### config.mk
export PLATFORM = sky130hd
export DESIGN_NAME = operand_sequencer_flat
export DESIGN_NICKNAME = d
export VERILOG_FILES = /design/src/rtl/operand_sequencer_pkg.sv /design/src/rtl/operand_sequencer_if.sv /design/src/rtl/operand_sequencer_result_flags.sv /design/src/rtl/operand_sequencer.sv /design/src/flat_wrapper.sv
export SDC_FILE = /design/constraint.sdc
export NUM_CORES = 1
export LEC_CHECK = 0
export CORE_MARGIN = 4
export CORE_UTILIZATION = 45
export DETAILED_ROUTE_END_ITERATION = 10
export PLACE_DENSITY = 0.84
export SETUP_SLACK_MARGIN = 0.02
export SLEW_MARGIN = 5
export SYNTH_ARGS = -nofsm -noshare
export SYNTH_HDL_FRONTEND = slang
export SYNTH_HIERARCHICAL = 1
export SYNTH_SLANG_ARGS = --single-unit
### constraint.sdc
create_clock -name clk -period 1.7 [get_ports clk]
set_input_delay 0.34 -clock clk [delete_from_list [all_inputs] [get_ports clk]]
set_output_delay 0.34 -clock clk [all_outputs]
set_load 0.01 [all_outputs]
### src/rtl/operand_sequencer_pkg.sv
// Shared definitions for the operand sequencer: state encoding, default sizes
// and the registered status-flag bundle.
package operand_sequencer_pkg;

    localparam int DEF_WIDTH = 8;
    localparam int DEF_CNT_W = 8;

    localparam logic [1:0] ST_LOAD_A = 2'd0;
    localparam logic [1:0] ST_LOAD_B = 2'd1;
    localparam logic [1:0] ST_EXEC   = 2'd2;
    localparam logic [1:0] ST_HOLD   = 2'd3;

    typedef enum logic [1:0] {
        LOAD_A = ST_LOAD_A,
        LOAD_B = ST_LOAD_B,
        EXEC   = ST_EXEC,
        HOLD   = ST_HOLD
    } state_t;

    typedef struct packed {
        logic zero;
        logic neg;
        logic par;
    } flags_t;

endpackage

### src/rtl/operand_sequencer_if.sv
// Operand byte bus and result valid/ready channel of the operand sequencer.
// The sequencer takes the slave view; its environment takes the master view.
interface operand_sequencer_if
    import operand_sequencer_pkg::*;
#(
    parameter int WIDTH = DEF_WIDTH
);
    logic [WIDTH-1:0] din;
    logic             din_valid;
    logic             din_ready;
    logic [WIDTH-1:0] res_out;
    logic             res_valid;
    logic             res_ready;
    logic             flag_zero;
    logic             flag_neg;
    logic             flag_par;

    modport master (
        output din, din_valid, res_ready,
        input  din_ready, res_out, res_valid, flag_zero, flag_neg, flag_par
    );

    modport slave (
        input  din, din_valid, res_ready,
        output din_ready, res_out, res_valid, flag_zero, flag_neg, flag_par
    );
endinterface

### src/rtl/operand_sequencer_result_flags.sv
// Purely combinational status flags of a WIDTH-bit two's complement result:
// zero, sign and odd parity.
module result_flags #(
    parameter int WIDTH = 8
) (
    input  logic [WIDTH-1:0] res,
    output logic             zero,
    output logic             neg,
    output logic             par
);
    assign zero = (res == '0);
    assign neg  = res[WIDTH-1];
    assign par  = ^res;
endmodule

### src/rtl/operand_sequencer.sv
// Sequential front-end for the XOR unit: loads A then B from a shared byte bus,
// gives the unit one execute cycle, then holds the registered result until consumed.
module operand_sequencer
    import operand_sequencer_pkg::*;
#(
    parameter int WIDTH = DEF_WIDTH,
    parameter int CNT_W = DEF_CNT_W
) (
    input  logic              clk,
    input  logic              rst_n,
    input  logic              abort,
    operand_sequencer_if.slave bus,
    output logic [WIDTH-1:0]  op_a,
    output logic [WIDTH-1:0]  op_b,
    input  logic [WIDTH-1:0]  res_in,
    output logic [CNT_W-1:0]  op_count
);

    state_t           state;
    state_t           next_state;
    logic             din_hs;
    logic             load_a;
    logic             load_b;
    logic             capture;
    logic             consume;
    flags_t           res_flags;
    flags_t           flags_q;
    logic [WIDTH-1:0] res_q;
    logic             valid_q;

    result_flags #(.WIDTH(WIDTH)) u_result_flags (
        .res  (res_in),
        .zero (res_flags.zero),
        .neg  (res_flags.neg),
        .par  (res_flags.par)
    );

    assign bus.din_ready = (state == LOAD_A) || (state == LOAD_B);
    assign din_hs        = bus.din_valid && bus.din_ready;

    // NOTE: every output of this block gets a default first, so no path can infer a latch.
    always_comb begin
        next_state = state;
        load_a     = 1'b0;
        load_b     = 1'b0;
        capture    = 1'b0;
        consume    = 1'b0;
        // abort overrides any handshake seen in the same cycle
        if (abort) begin
            next_state = LOAD_A;
        end else begin
            unique case (state)
                LOAD_A: if (din_hs) begin
                    load_a     = 1'b1;
                    next_state = LOAD_B;
                end
                LOAD_B: if (din_hs) begin
                    load_b     = 1'b1;
                    next_state = EXEC;
                end
                EXEC: begin
                    capture    = 1'b1;
                    next_state = HOLD;
                end
                HOLD: if (bus.res_ready) begin
                    consume    = 1'b1;
                    next_state = LOAD_A;
                end
                default: next_state = LOAD_A;
            endcase
        end
    end

    // NOTE: sequential state uses non-blocking assignments so every register samples pre-edge values.
    always_ff @(posedge clk or negedge rst_n) begin
        if (!rst_n) state <= LOAD_A;
        else        state <= next_state;
    end

    // Flags are reset to zero rather than derived from the cleared result.
    always_ff @(posedge clk or negedge rst_n) begin
        if (!rst_n) begin
            op_a     <= '0;
            op_b     <= '0;
            res_q    <= '0;
            flags_q  <= '0;
            valid_q  <= 1'b0;
            op_count <= '0;
        end else begin
            if (load_a) op_a <= bus.din;
            if (load_b) op_b <= bus.din;
            if (capture) begin
                res_q   <= res_in;
                flags_q <= res_flags;
            end
            if (consume) op_count <= op_count + CNT_W'(1);

            if (abort)        valid_q <= 1'b0;
            else if (capture) valid_q <= 1'b1;
            else if (consume) valid_q <= 1'b0;
        end
    end

    assign bus.res_out   = res_q;
    assign bus.res_valid = valid_q;
    assign bus.flag_zero = flags_q.zero;
    assign bus.flag_neg  = flags_q.neg;
    assign bus.flag_par  = flags_q.par;

endmodule
### src/flat_wrapper.sv
// flat-port wrapper written by rule: the top's interface ports become plain ports
module operand_sequencer_flat import operand_sequencer_pkg::*;
#(
    parameter int WIDTH = DEF_WIDTH,
    parameter int CNT_W = DEF_CNT_W
)
  (clk, rst_n, abort, op_a, op_b, res_in, op_count, bus_din, bus_din_valid, bus_res_ready, bus_din_ready, bus_res_out, bus_res_valid, bus_flag_zero, bus_flag_neg, bus_flag_par);
  operand_sequencer_if #(.WIDTH(WIDTH)) bus_i ();
  input  logic clk;
  input  logic rst_n;
  input  logic abort;
  output logic [WIDTH-1:0] op_a;
  output logic [WIDTH-1:0] op_b;
  input  logic [WIDTH-1:0] res_in;
  output logic [CNT_W-1:0] op_count;
  input wire logic [$bits(bus_i.din)-1:0] bus_din;
  input wire logic [$bits(bus_i.din_valid)-1:0] bus_din_valid;
  input wire logic [$bits(bus_i.res_ready)-1:0] bus_res_ready;
  output wire logic [$bits(bus_i.din_ready)-1:0] bus_din_ready;
  output wire logic [$bits(bus_i.res_out)-1:0] bus_res_out;
  output wire logic [$bits(bus_i.res_valid)-1:0] bus_res_valid;
  output wire logic [$bits(bus_i.flag_zero)-1:0] bus_flag_zero;
  output wire logic [$bits(bus_i.flag_neg)-1:0] bus_flag_neg;
  output wire logic [$bits(bus_i.flag_par)-1:0] bus_flag_par;
  assign bus_i.din = bus_din;
  assign bus_i.din_valid = bus_din_valid;
  assign bus_i.res_ready = bus_res_ready;
  assign bus_din_ready = bus_i.din_ready;
  assign bus_res_out = bus_i.res_out;
  assign bus_res_valid = bus_i.res_valid;
  assign bus_flag_zero = bus_i.flag_zero;
  assign bus_flag_neg = bus_i.flag_neg;
  assign bus_flag_par = bus_i.flag_par;
  operand_sequencer #(.WIDTH(WIDTH), .CNT_W(CNT_W)) u_core (.clk(clk), .rst_n(rst_n), .abort(abort), .bus(bus_i), .op_a(op_a), .op_b(op_b), .res_in(res_in), .op_count(op_count));
endmodule
==> results of run 1 <==
==> worst max-delay path, cell delays in order, from the launching register on <==
cell	delay (ns)
dfrtp_1	0.35
inv_1	0.10
ha_1	0.20
or2_4	0.23
buf_6	0.12
==> state kept, by name (all words and copies together), names as in the netlist <==
signal	flops
u_core/state	2
u_core/bus.flag_neg	1
u_core/bus.flag_par	1
u_core/op_a	8
u_core/bus.res_out	8
u_core/bus.res_valid	1
u_core/op_count	8
u_core/op_b	8
u_core/bus.flag_zero	1
==> power breakdown <==
part | internal [mW] | switching (mW)
sequential | 1.27 | 0.216
combinational | 1.14 | 0.677
clock | 0.588 | 0.330
total | 2.99 | 1.22
==> logic make-up after synthesis <==
| kind of cell | count (synthesis) | synth area share, % |
|---|---|---|
| flops | 38 | 55.5 |
| compound gates | 6 | 2.26 |
| xor+xnor | 10 | 5.11 |
| buf+inv | 12 | 3.29 |
| simple gates | 23 | 8.91 |
| fa+ha+maj | 9 | 6.57 |
| mux | 28 | 18.4 |
==> cell type report <==
type | instances | area (µm²) | area share (%)
well taps | 48 | 60.1 | 2.32
multi-input cells | 76 | 722 | 27.8
flip-flops and latches | 38 | 956 | 36.9
inverters | 10 | 37.5 | 1.45
clock inverters | 3 | 68.8 | 2.65
clock buffers | 5 | 68.8 | 2.65
repair buffers | 70 | 679 | 26.2
==> through the flow <==
step	hold WS [ns]	cells	instance area, µm²	worst slack, ns
after floorplan	0.0444	126	1710	0.264
after global placement	0.296	237	2390	-0.108
after detailed placement	0.302	237	2390	-0.172
after CTS	0.475	247	2560	0.0437
after global routing	0.494	250	2590	-0.00895
final	0.472	250	2590	0.0679
==> worst min-delay path by stage <==
stage	from	to	slack, ns
floorplan	rst_n	u_core/bus.flag_neg$_DFFE_PN0P_	0.04
global placement	rst_n	u_core/bus.res_out[5]$_DFFE_PN0P_	0.30
detailed placement	rst_n	u_core/bus.res_out[5]$_DFFE_PN0P_	0.30
CTS	u_core/op_count[7]$_DFFE_PN0P_	u_core/op_count[7]$_DFFE_PN0P_	0.47
global route	u_core/op_count[7]$_DFFE_PN0P_	u_core/op_count[7]$_DFFE_PN0P_	0.49
finish	u_core/op_count[7]$_DFFE_PN0P_	u_core/op_count[7]$_DFFE_PN0P_	0.47
==> layout by cell type, fill, tap and decap left out, types with 2 or more instances in the layout <==
master / netlist / routed
bufinv_16: 0 / 2
dfrtp_2: 0 / 4
xnor2_1: 4 / 4
clkdlybuf4s50_1: 0 / 55
a21oi_1: 3 / 3
inv_1: 10 / 9
nor3_2: 2 / 2
nand4_1: 2 / 2
ha_1: 9 / 8
xor2_1: 6 / 6
dfrtp_1: 38 / 34
mux2_2: 27 / 27
buf_4: 1 / 11
nor2_1: 4 / 4
nand2_1: 5 / 5
clkbuf_8: 0 / 5
nand2_2: 2 / 2
==> timing repair <==
action / CTS / global route
setup buffers: 1 / 3
gates resized for setup: 9 / 4
setup endpoints to repair: 2 / 6
endpoints found under the hold margin: 17 / 0
hold buffers: 1 / 0
==> layer usage <==
layer / part of all wire (%) / routed length (µm)
met1: 39 / 1520
met2: 52 / 2000
met3: 7.1 / 272
met4: 1.6 / 63
met5: 0 / 0
==> impl_metrics.env, run 1 <==
export IMPL_status="finished clean"
export IMPL_path_clk_slew_ns=0.08
export IMPL_fill_cells=266
export IMPL_r2r_end="u_core/bus.res_out[1]$_DFFE_PN0P_"
export IMPL_dr_total_vias=1214
export IMPL_syn_to_final_growth_pct=51.2
export IMPL_reg2reg_from="u_core/state[0]$_DFFE_PN0P_"
export IMPL_setup_tns_final_ns=0
export IMPL_yosys_cell_count_top_type="dfrtp_1"
export IMPL_cts_sinks=38
export IMPL_arrival_ns=1.29
export IMPL_hold_path_class="reg2reg"
export IMPL_setup_violations=0
export IMPL_start_kind="flop"
export IMPL_maxSlewViolCount=0
export IMPL_viasPerCell=4.86
export IMPL_grt_usage_pct=17.2
export IMPL_syn_inst=126
export IMPL_synth_area_leaders="dfrtp_1, mux2_2, ha_1"
export IMPL_holdPathStages=1
export IMPL_grt_overflow=0
export IMPL_synthesis_area_um2=1710
export IMPL_grtUsageMet1_pct=18.2
export IMPL_power_density_nw_per_um2=1620
export IMPL_rrSetupSlack_ns=0.07
export IMPL_ys_seq_area_share_pct=55.5
export IMPL_antenna_left=0
export IMPL_chipWidth_um=69.7
export IMPL_hold_violations=0
export IMPL_endpoint="bus_din_ready"
export IMPL_synth_cell_types=26
export IMPL_async_flop_share_pct=100
export IMPL_rsz0062_at_grt="true"
export IMPL_required_ns=1.36
export IMPL_gp_congestion=0.826
export IMPL_diodes=0
export IMPL_place_hpwl_um=2860
export IMPL_synth_top_cell_area_share_pct=55.5
export IMPL_r2r_cells=6
export IMPL_coreArea_um2=3660
export IMPL_grt_pass1_wl_um=6580
export IMPL_tightest_slew_ns=0.445
export IMPL_synth_commonest_cells="dfrtp_1, mux2_2, inv_1, ha_1, xor2_1"
export IMPL_synth_edff_count=0
export IMPL_ios=58
export IMPL_finalPower_mw=4.21
export IMPL_drc=0
export IMPL_drive_above_1_share_pct=30.7
export IMPL_cts_tree="built"
export IMPL_die_y_um=69.7
export IMPL_clk_latency_ns=0.29
export IMPL_synth_top_area_cell="dfrtp_1"
export IMPL_antenna_found_initial=0
export IMPL_drtPass1Iterations=2
export IMPL_top_usage_layer="met2"
export IMPL_synth_fp_nets=156
export IMPL_crit_path_end_kind="output port"
export IMPL_synth_seq_cells=38
export IMPL_p_leak_nw=1.19
export IMPL_first_global_vias=1402
export IMPL_ir_worst_vdd_mv=1.06
export IMPL_fmax_ghz=0.613
export IMPL_avgRoutedWirePerCell_um=15.4
export IMPL_clock_path_buffers=2
export IMPL_crit_type="reg2out"
export IMPL_synth_ff_type="dfrtp_1"
export IMPL_start_util_pct=46.8
export IMPL_cap_violations=0
export IMPL_fin_nets=231
export IMPL_grtUsageMet3_pct=7.10
export IMPL_cp_max_fo=3
export IMPL_syn_area_per_cell_um2=13.6
export IMPL_finalWirelength_um=3850
export IMPL_fin_util_pct=70.8
export IMPL_portBuffers=57
export IMPL_synth_warning_count=6
export IMPL_dieArea_um2=4860
export IMPL_clockRootBuffer="clkbuf_8"
export IMPL_drt_iter0_markers=57
export IMPL_ctsHtreeMaxLevel=2
export IMPL_num_rows=22
export IMPL_final_min_period_over_clock_period_pct=96.0
export IMPL_cts_buffers=5
export IMPL_min_period_ns=1.63
export IMPL_skew_ns=0.00589
export IMPL_slew_headroom_pct=70.3
export IMPL_grt_util_met2_pct=30.9
export IMPL_startpoint="u_core/state[1]$_DFFE_PN0P_"
export IMPL_grt_max_degree=22
Note: power is estimated with default switching activity, not from simulation.
==> run 2: changes to the inputs <==
--- a/config.mk
+++ b/config.mk
@@ -5,7 +5,7 @@
 export SDC_FILE = /design/constraint.sdc
 export NUM_CORES = 1
 export LEC_CHECK = 0
-export CORE_MARGIN = 4
+export CORE_MARGIN = 10
 export CORE_UTILIZATION = 45
 export DETAILED_ROUTE_END_ITERATION = 10
 export PLACE_DENSITY = 0.84
==> run 2 against run 1 <==
  * Critical path depth increased by 3
  * Worst setup slack improved by 0.0053 ns
  * Sequential power about the same
  * Register-to-register slack about the same
==> impl_metrics.env, run 2 (same netlist as run 1, synthesis figures left out) <==
export IMPL_status="finished clean"
export IMPL_slew_headroom_pct=68.3
export IMPL_crit_type="reg2reg"
export IMPL_holdBufCountCts=0
export IMPL_fin_nets=231
export IMPL_cp_max_fo=5
export IMPL_worstPathCellList="inv_2 > buf_4 > buf_4 > ha_4 > nor2b_4 > buf_4 > mux2_2"
export IMPL_gp_congestion=0.795
export IMPL_grt_pass1_wl_um=6710
export IMPL_first_global_vias=1406
export IMPL_grt_max_degree=39
export IMPL_fmax_ghz=0.615
export IMPL_clockRootBuffer="clkbuf_8"
export IMPL_setup_violations=0
export IMPL_viasPerCell=4.92
export IMPL_p_leak_nw=1.17
export IMPL_fin_util_pct=69.7
export IMPL_clock_path_buffers=2
export IMPL_crit_path_end_kind="flop"
export IMPL_portBuffers=57
export IMPL_place_hpwl_um=3250
export IMPL_maxSlewViolCount=0
export IMPL_dieArea_um2=6680
export IMPL_final_area_um2=2550
export IMPL_most_common_layout_cells="clkdlybuf4s50_1, dfrtp_1, mux2_2, buf_4, inv_1"
export IMPL_rsz0062_at_grt="true"
export IMPL_hold_violations=0
export IMPL_ir_worst_vdd_mv=0.988
export IMPL_path_clk_slew_ns=0.07
export IMPL_antenna_found_initial=0
export IMPL_grt_overflow=0
export IMPL_final_min_period_over_clock_period_pct=95.7
export IMPL_cts_tree="built"
export IMPL_required_ns=1.88
export IMPL_coreArea_um2=3660
export IMPL_drt_iter0_markers=37
export IMPL_drtPass1Iterations=4
export IMPL_arrival_ns=1.81
export IMPL_cp_top_family="buffers and inverters"
export IMPL_final_common_cell="clkdlybuf4s50_1"
export IMPL_hold_path_class="in2async"
export IMPL_drive_above_1_share_pct=31.2
export IMPL_grt_usage_pct=13.3
export IMPL_dr_total_vias=1230
export IMPL_critical_path_slowest_cell="dfrtp_1"
export IMPL_syn_to_final_growth_pct=48.9
export IMPL_diodes=0
export IMPL_antenna_left=0
export IMPL_finalNonFillerCells=250
export IMPL_power_density_nw_per_um2=1580
export IMPL_drc=0
export IMPL_num_rows=22
export IMPL_cts_sinks=38
export IMPL_tightest_slew_ns=0.476
export IMPL_clk_latency_ns=0.29
export IMPL_ios=58
export IMPL_start_kind="flop"
export IMPL_min_period_ns=1.63
export IMPL_fill_cells=291
export IMPL_timing_critical_path_mode_cell="buf_4"
export IMPL_avgRoutedWirePerCell_um=17.0
export IMPL_cap_violations=0
export IMPL_post_dp_cell_area_um2=2380
export IMPL_cts_buffers=5
export IMPL_finalWirelength_um=4260
export IMPL_skew_ns=0.00832
export IMPL_start_util_pct=46.8
export IMPL_place_inst=237
export IMPL_ctsHtreeMaxLevel=2
export IMPL_cp_num_buf_inv=4
export IMPL_die_y_um=81.7
export IMPL_chipWidth_um=81.7
export IMPL_critical_path_max_stage_delay_ns=0.42
run 2: per-stage QoR:
| stage | setup TNS (ns) | hold slack [ns] | power [mW] | worst slack, ns |
|---|---|---|---|---|
| after floorplan | 0 | 0.0444 | 2.22 | 0.264 |
| after global placement | -0.678 | 0.405 | 3.18 | -0.104 |
| after detailed placement | -1.19 | 0.418 | 3.28 | -0.156 |
| after CTS | 0 | 0.0997 | 3.99 | 0.00324 |
| after global routing | -0.0160 | 0.108 | 4.30 | -0.00777 |
| final | 0 | 0.0880 | 4.03 | 0.0732 |
run 2: path summary, 6_finish.rpt:
| check | cells past startpoint | slack (ns) | end | from |
|---|---|---|---|---|
| worst max-delay path | 7 | 0.07 | u_core/bus.res_out[6]$_DFFE_PN0P_ | u_core/state[0]$_DFFE_PN0P_ |
| worst min-delay path | 2 | 0.09 | u_core/bus.res_out[4]$_DFFE_PN0P_ | rst_n |
| worst max register to register | 7 | 0.07 | u_core/bus.res_out[6]$_DFFE_PN0P_ | u_core/state[0]$_DFFE_PN0P_ |
| worst min register to register | 1 | 0.46 | u_core/op_count[7]$_DFFE_PN0P_ | u_core/op_count[7]$_DFFE_PN0P_ |
| max in group asynchronous | 2 | 1.26 | u_core/op_count[2]$_DFFE_PN0P_ | rst_n |
| min in group clk | 1 | 0.46 | u_core/op_count[7]$_DFFE_PN0P_ | u_core/op_count[7]$_DFFE_PN0P_ |
run 2: power breakdown:
| part | switching [mW] | total [mW] | internal (mW) |
|---|---|---|---|
| logic | 0.740 | 1.92 | 1.18 |
| registers | 0.211 | 1.48 | 1.27 |
| clock network | 0.306 | 0.633 | 0.327 |
| total | 1.26 | 4.03 | 2.77 |
run 2: what timing repair did:
action / in CTS / in global routing
endpoints found under the setup margin: 1 / 15
gates cloned: 0 / 1
setup buffers: 2 / 2
gates resized for setup: 7 / 12
run 2: worst register-to-register path, cell delays in order, from the launching register on:
cell,delay [ns]
dfrtp_1,0.42
inv_2,0.09
buf_4,0.10
buf_4,0.11
ha_4,0.14
nor2b_4,0.16
buf_4,0.16
mux2_2,0.33
run 2: layout make-up:
type | instances | area, µm² | share of cell area [%]
flip-flops and latches | 38 | 953 | 37.4
well taps | 48 | 60.1 | 2.35
inverters | 10 | 37.5 | 1.47
repair buffers | 70 | 668 | 26.2
clock inverters | 1 | 5.00 | 0.196
multi-input cells | 76 | 742 | 29.1
clock buffers | 7 | 86.3 | 3.38
run 2: routing by layer:
| metal | wire [µm] | track usage (%) | up-vias |
|---|---|---|---|
| li1 | - | - | 573 |
| met1 | 1480 | 12.1 | 610 |
| met2 | 2180 | 23.6 | 40 |
| met3 | 506 | 8.08 | 7 |
| met4 | 87 | 4.93 | 0 |
| met5 | 0 | 0 | - |
